<file path="config.mk">
export PLATFORM = sky130hd
export DESIGN_NAME = branch_pc_unit
export DESIGN_NICKNAME = d
export VERILOG_FILES = /design/src/rtl/branch_pc_unit.sv
export SDC_FILE = /design/constraint.sdc
export NUM_CORES = 1
export LEC_CHECK = 0
export ABC_AREA = 1
export BUFFER_PORTS_ARGS = -buffer_cell sky130_fd_sc_hd__buf_4
export CORE_UTILIZATION = 45
export CTS_CLUSTER_DIAMETER = 100
export DETAILED_ROUTE_END_ITERATION = 6
export PLACE_DENSITY_LB_ADDON = 0.12
export SLEW_MARGIN = 20
export SYNTH_ARGS = -nofsm -noshare
export SYNTH_HDL_FRONTEND = slang
export SYNTH_SLANG_ARGS = --single-unit
</file>
<file path="constraint.sdc">
create_clock -name clk -period 11.4 [get_ports clk]
set_input_delay 1.71 -clock clk [delete_from_list [all_inputs] [get_ports clk]]
set_output_delay 1.71 -clock clk [all_outputs]
set_load 0.02 [all_outputs]
</file>
<file path="src/rtl/branch_pc_unit.sv">
// Program counter with conditional branch resolution and taken/not-taken statistics.
module branch_pc_unit #(
   parameter int unsigned PC_WIDTH  = 32,
   parameter int unsigned IMM_WIDTH = 19,
   parameter int unsigned CNT_WIDTH = 16,
   parameter int unsigned RESET_PC  = 0
) (
   input  logic                 clk,
   input  logic                 clr,
   input  logic                 PCin,
   input  logic                 IncPC,
   input  logic                 BrStart,
   input  logic                 ConFFOut,
   input  logic [31:0]          IRout,
   input  logic [PC_WIDTH-1:0]  BusMuxOut,
   output logic [PC_WIDTH-1:0]  PC,
   output logic                 BrBusy,
   output logic                 BrTaken,
   output logic                 BrDone,
   output logic [CNT_WIDTH-1:0] TakenCnt,
   output logic [CNT_WIDTH-1:0] NotTakenCnt
);

   localparam int unsigned IR_WIDTH = 32;

   typedef enum logic [1:0] {
      IDLE   = 2'd0,
      EVAL   = 2'd1,
      COMMIT = 2'd2
   } state_t;

   state_t               state_q, state_d;
   logic [PC_WIDTH-1:0]  pc_q, pc_d;
   logic [PC_WIDTH-1:0]  base_q, base_d;
   logic [PC_WIDTH-1:0]  imm_q, imm_d;
   logic [PC_WIDTH-1:0]  target_q, target_d;
   logic                 con_q, con_d;
   logic                 busy_q, busy_d;
   logic                 taken_q, taken_d;
   logic                 done_q, done_d;
   logic [CNT_WIDTH-1:0] tcnt_q, tcnt_d;
   logic [CNT_WIDTH-1:0] ntcnt_q, ntcnt_d;

   // Only the immediate field of the instruction is used here.
   logic unused_ir;
   assign unused_ir = ^IRout[IR_WIDTH-1:IMM_WIDTH];

   // State and datapath registers; reset abandons any in-flight branch.
   always_ff @(posedge clk or posedge clr) begin
      if (clr) begin
         state_q  <= IDLE;
         pc_q     <= PC_WIDTH'(RESET_PC);
         base_q   <= '0;
         imm_q    <= '0;
         target_q <= '0;
         con_q    <= 1'b0;
         busy_q   <= 1'b0;
         taken_q  <= 1'b0;
         done_q   <= 1'b0;
         tcnt_q   <= '0;
         ntcnt_q  <= '0;
      end else begin
         state_q  <= state_d;
         pc_q     <= pc_d;
         base_q   <= base_d;
         imm_q    <= imm_d;
         target_q <= target_d;
         con_q    <= con_d;
         busy_q   <= busy_d;
         taken_q  <= taken_d;
         done_q   <= done_d;
         tcnt_q   <= tcnt_d;
         ntcnt_q  <= ntcnt_d;
      end
   end

   // Next-state, PC update and commit pulses.
   always_comb begin
      state_d  = state_q;
      pc_d     = pc_q;
      base_d   = base_q;
      imm_d    = imm_q;
      target_d = target_q;
      con_d    = con_q;
      busy_d   = busy_q;
      taken_d  = 1'b0;
      done_d   = 1'b0;
      tcnt_d   = tcnt_q;
      ntcnt_d  = ntcnt_q;
      case (state_q)
         IDLE: begin
            if (PCin) begin
               pc_d = BusMuxOut;
            end else if (IncPC) begin
               pc_d = pc_q + PC_WIDTH'(1);
            end
            // Base is the PC before any same-cycle load or increment.
            if (BrStart) begin
               base_d  = pc_q;
               imm_d   = PC_WIDTH'($signed(IRout[IMM_WIDTH-1:0]));
               con_d   = ConFFOut;
               busy_d  = 1'b1;
               state_d = EVAL;
            end
         end
         EVAL: begin
            target_d = base_q + imm_q;
            state_d  = COMMIT;
         end
         COMMIT: begin
            done_d  = 1'b1;
            busy_d  = 1'b0;
            state_d = IDLE;
            if (con_q) begin
               pc_d    = target_q;
               taken_d = 1'b1;
               if (tcnt_q != '1) begin
                  tcnt_d = tcnt_q + CNT_WIDTH'(1);
               end
            end else if (ntcnt_q != '1) begin
               ntcnt_d = ntcnt_q + CNT_WIDTH'(1);
            end
         end
         default: begin
            busy_d  = 1'b0;
            state_d = IDLE;
         end
      endcase
   end

   assign PC          = pc_q;
   assign BrBusy      = busy_q;
   assign BrTaken     = taken_q;
   assign BrDone      = done_q;
   assign TakenCnt    = tcnt_q;
   assign NotTakenCnt = ntcnt_q;

endmodule

</file>
==> metrics.txt, run 1 <==
status=finished clean; number of enable flip-flop cells after synthesis=0; antenna violations before repair=0; number of global-route vias before repair=8462; Worst path top cell family by delay=buffers and inverters; DRC errors left=0; P_leak=6.40 nW; Hold Buf Count CTS=0; Worst Path Buf+Inv=2; Critical Path Start=PCin; Worst Tran Pin Value=just under 1 ns; critical path class=in2reg; Setup TNS=0 ns; Routed WL=27.0 mm; CP Cell Sequence=buf_4, o21ai_0, nand2_4, inv_2, a21oi_1, nand2_1, nand2_1; Worst R2R End=PC[20]; Core Region=0.0218 mm²; via count=just over 9000; Fin. Hold Viols=0; synthesis-to-layout area growth=17.1%; Crit path top cell by count=nand2_1; Crit path arrival time=3.48 ns; crit path capture=PC[20]; Final Util=0.537; pwr/cell area=231 mW/mm²; Min-Delay Path Class=reg2reg; number of fill cells=2219; Die W=151 µm; synth warn=0; Worst Path Max Fanout=48; post-synthesis area per instance=6.76 µm²; post_cts resized=0; syn nets=1585; first-pass GRT wire length=about 43 mm; Die Y-Extent=151 µm; most frequent cells in the layout=nand2_1, inv_1, dfrtp_1; Detail Placement HPWL=20.3 mm; Worst VDD drop=about 0.1 mV; period utilisation layout=0.278; Slew Viols, Final=0; post-route ant nets=0; post-synth cell types=between 40 and 50; commonest non-fill, non-tap cell in the layout=nand2_1; hold slack=0.482 ns; FFs w/ async S/R, synth=1.00; DR pass1 iterations=7; Max Cap Violations=0; Rows=54; fmax=0.316 GHz; clock sink total=153; gr ovfl total=0; insertion delay to the later sink of the worst-skew pair=0.42 ns; clock buffer depth=2; Inserted Diodes=0; Via density=4.95; critical path endpoint category=flop; CTS tree=done; IO Port Bufs=123; Iteration-0 DRC Markers=571; nets=about 1700; DIE AREA=0.0228 mm²; sequential area share after synthesis=0.383; RSZ-0062 raised after global routing=false; Worst-path clk slew=about 0.07 ns; slowest CP cell=inv_2; layout cells sized above 1=0.126; CP required=~12 ns; largest net degree at the start of global routing=93; root buf cell=clkbuf_16; main flop type after synthesis=dfrtp_1; count of final setup violators=0; CTS buffer count=17; crit start category=input port; num ports=137; Placer Congestion=0.905; Initial Util=0.459; reg2reg setup slack=8.67 ns; instance count on the critical path=7; post-synthesis register bit count=153; largest stage delay on the critical path=0.65 ns; Max transition margin=0.354; gr usage total=0.247; mapped cell area=0.0100 mm²; Max H-tree Level=4; Final min period=3.17 ns; Clock Skew=0.0110 ns; reg2reg path depth=9; Syn Inst Count=1480; wire per inst=14.4 µm; number of setup buffers added after CTS=0; Worst R2R Start=state_q[0]
-- metal layers --
| layer | GRT usage | routed length (µm) | vias up |
|---|---|---|---|
| met5 | 0 | 0 | - |
| met4 | 0.0815 | 520 | 0 |
| met3 | 0.0322 | 1360 | 30 |
| met2 | 0.359 | 11200 | 260 |
| met1 | 0.375 | 13900 | 4191 |
| li1 | - | - | 4821 |
-- report_power, final --
| group | leakage (nW) | total [mW] | switching, mW | internal (mW) |
|---|---|---|---|---|
| Combinational | 4.17 | 1.22 | 0.774 | 0.441 |
| Clock | 0.276 | 0.567 | 0.238 | 0.329 |
| Sequential | 1.95 | 0.929 | 0.202 | 0.727 |
-- worst reg2reg max path, stage by stage (launching register included) --
cell and delay, ns:
dfrtp_1 0.46, nor2_8 0.55, inv_4 0.30, nor2_8 0.23, inv_2 0.09, nand2_4 0.19, inv_2 0.36, a21oi_1 0.34
nand2_1 0.08, nand2_1 0.05
-- cells in the mapped netlist (2+ instances only) --
master    instances  share of area
or2_1             2         0.0012
ha_1             34          0.043
inv_2             5         0.0019
clkbuf_1         26         0.0098
xnor2_1          13          0.011
nor2_4            9          0.010
nor2_1          111          0.042
a21oi_1          60          0.030
o21ai_1          15         0.0075
nand3_4           2         0.0035
nor3_1           15         0.0075
nand3_2           3         0.0030
nand3b_1          2         0.0015
nor4_1            2         0.0012
o21bai_1          3         0.0023
nand3_1         100          0.050
o21ai_0          64          0.032
or2_2             5         0.0031
nor2_8            2         0.0040
nand2_1         580           0.22
buf_2             5         0.0025
buf_6             3         0.0034
nand2_4           3         0.0034
xor2_1           31          0.027
nor2_2            7         0.0044
nand2_2           3         0.0019
nor3_2            2         0.0020
o22ai_1           4         0.0025
nand4_1          13         0.0081
inv_1           192          0.072
dfrtp_1         153           0.38
-- flip-flops by register name (all words and copies together), names as in the netlist --
register     count
BrBusy           1
BrDone           1
BrTaken          1
NotTakenCnt     16
PC              32
TakenCnt        16
base_q          32
con_q            1
imm_q           19
state_q          2
target_q        32
-- metrics by stage --
step | instances | instance area [µm²] | worst slack, ns | total power, mW
2_1_floorplan | 1480 | 10000 | 5.57 | 1.75
3_3_place_gp | 1849 | 11100 | 7.78 | 2.11
3_5_place_dp | 1849 | 11100 | 7.78 | 2.14
4_1_cts | 1879 | 11700 | 8.24 | 2.72
5_1_grt | 1879 | 11700 | 8.07 | 2.93
6_report | 1879 | 11700 | 8.23 | 2.71
-- kinds of logic after synthesis --
family,share of synthesized area
compound gates,0.0773
simple gates,0.365
flops,0.383
buf+inv,0.0918
fa+ha+maj,0.0445
xor+xnor,0.0385
-- area by class of cell --
| type | count | area (µm²) | share of cell area |
|---|---|---|---|
| Sequential cell | 153 | 3830 | 0.327 |
| Timing Repair Buffer | 126 | 946 | 0.0807 |
| Clock buffer | 18 | 439 | 0.0375 |
| Multi-Input combinational cell | 1092 | 5260 | 0.449 |
| Clock inverter | 12 | 140 | 0.0120 |
| Tap cell | 280 | 350 | 0.0299 |
| Inverter | 198 | 751 | 0.0641 |
-- worst min-delay path by stage --
| stage | cells after the start | to | slack [ns] | startpoint |
|---|---|---|---|---|
| after floorplan | 2 | target_q[0] | 0.44 | target_q[0] |
| after global placement | 2 | BrBusy | 0.47 | BrBusy |
| after detailed placement | 2 | target_q[0] | 0.47 | target_q[0] |
| after CTS | 2 | target_q[25] | 0.49 | target_q[25] |
| after global routing | 2 | target_q[29] | 0.51 | target_q[29] |
| final | 2 | target_q[25] | 0.48 | target_q[25] |
No activity file was read; power rests on OpenSTA's default activity.
==> run 2: changes to the inputs <==
==> constraint.sdc (replaced) <==
create_clock -name clk -period 2.99 [get_ports clk]
set_input_delay 0.4485 -clock clk [delete_from_list [all_inputs] [get_ports clk]]
set_output_delay 0.4485 -clock clk [all_outputs]
set_load 0.02 [all_outputs]
==> metrics.txt, run 2 (synthesized netlist as in run 1, its figures left out) <==
post-route ant nets=0; CP required=between 3 and 4 ns; Final Util=0.543; Max transition margin=0.477; via count=slightly above 9000; Critical Path Start=imm_q[18]; most frequent cells in the layout=nand2_1, inv_1, dfrtp_1; synthesis-to-layout area growth=18.4%; wire per inst=14.2 µm; Worst Tran Pin Value=0.784 ns; CP Cell Sequence=ha_1, nand2_1, nor2_1, nand2_1, nor2_1, nand2_1, nand3_1, nand2_1, nand3_1, nand2_1; antenna violations before repair=0; DR pass1 iterations=5; number of setup buffers added after CTS=0; count of final setup violators=0; num ports=137; Inserted Diodes=0; Placer Congestion=0.909; period utilisation layout=0.741; critical path class=reg2reg; IO Port Bufs=123; Max H-tree Level=4; CTS tree=done; Clock Skew=between 0.01 and 0.015 ns; Crit path arrival time=around 2.5 ns; number of global-route vias before repair=approximately 8600; Via density=4.95; Worst VDD drop=0.394 mV; crit path capture=target_q[26]; Routed WL=between 20 and 30 mm; post_cts resized=0; reg2reg setup slack=0.78 ns; Min-Delay Path Class=in2async; insertion delay to the later sink of the worst-skew pair=roughly 0.43 ns; Slew Viols, Final=0; Worst R2R End=target_q[26]; root buf cell=clkbuf_16; DRC errors left=0; commonest non-fill, non-tap cell in the layout=nand2_1; clock buffer depth=2; Worst Path Max Fanout=15; Fin. Hold Viols=0; Core Region=0.0218 mm²; critical path endpoint category=flop; Max Cap Violations=0; clock sink total=roughly 150; pwr/cell area=888 mW/mm²; P_leak=around 6.5 nW; reg2reg path depth=10; Worst-path clk slew=0.07 ns; fmax=0.452 GHz; number of fill cells=2195; layout cells sized above 1=0.131; gr ovfl total=0; RSZ-0062 raised after global routing=false; Hold Buf Count CTS=0; Die Y-Extent=151 µm; DIE AREA=0.0228 mm²; crit start category=flop; largest stage delay on the critical path=slightly above 0.6 ns; Crit path top cell by count=nand2_1; largest net degree at the start of global routing=82; gr usage total=0.250; Iteration-0 DRC Markers=approximately 600; Detail Placement HPWL=20.3 mm; Worst R2R Start=imm_q[18]; CTS buffer count=17; Die W=between 150 and 200 µm; first-pass GRT wire length=43.9 mm; slowest CP cell=dfrtp_1; Rows=54; Initial Util=0.459; Final min period=2.21 ns; Setup TNS=0 ns; status=finished clean; nets=1700
run 2: where the power goes:
part / internal, mW / switching [mW]
logic: 1.70 / 2.95
registers: 2.77 / 0.771
clock network: 1.38 / 0.948
run 2: worst min path at each step:
stage | from | endpoint | slack [ns] | cells past startpoint
2_1_floorplan | target_q[0] | target_q[0] | 0.44 | 2
3_3_place_gp | target_q[0] | target_q[0] | 0.46 | 2
3_5_place_dp | target_q[16] | target_q[16] | 0.47 | 2
4_1_cts | clr | imm_q[8] | 0.16 | 2
5_1_grt | clr | imm_q[8] | 0.19 | 2
6_report | clr | imm_q[8] | 0.14 | 2
run 2: critical path: cells and delay by family, from the launching register on:
family | cells | cell delay, ns
adder cells (fa/ha/maj) | 1 | 0.52
flip-flops | 1 | 0.62
AND/OR/NAND/NOR | 9 | 0.95
run 2: area by class of cell:
type | instances | area [µm²] | share of cell area
Inverter | 198 | 749 | 0.0632
Multi-Input combinational cell | 1092 | 5260 | 0.444
Sequential cell | 153 | 3830 | 0.323
Timing Repair Buffer | 133 | 1020 | 0.0864
Tap cell | 280 | 350 | 0.0296
Clock inverter | 13 | 181 | 0.0153
Clock buffer | 19 | 453 | 0.0382
run 2: per-stage QoR:
step / power [mW] / hold WS (ns) / instance area (µm²) / instances / worst slack, ns
floorplan: 6.66 / 0.437 / 10000 / 1480 / 0.611
global placement: 8.08 / 0.461 / 11200 / 1856 / 0.799
detailed placement: 8.16 / 0.466 / 11200 / 1856 / 0.783
CTS: 10.5 / 0.156 / 11900 / 1888 / 0.761
global route: 11.4 / 0.186 / 11900 / 1888 / 0.564
finish: 10.5 / 0.142 / 11900 / 1888 / 0.776
run 2: per-layer routing:
metal,up-vias,GRT usage,routed length [µm]
met5,-,0,0
met4,0,0.0620,342
met3,24,0.0404,1440
met2,237,0.371,11400
met1,4250,0.374,13600
li1,4843,-,-
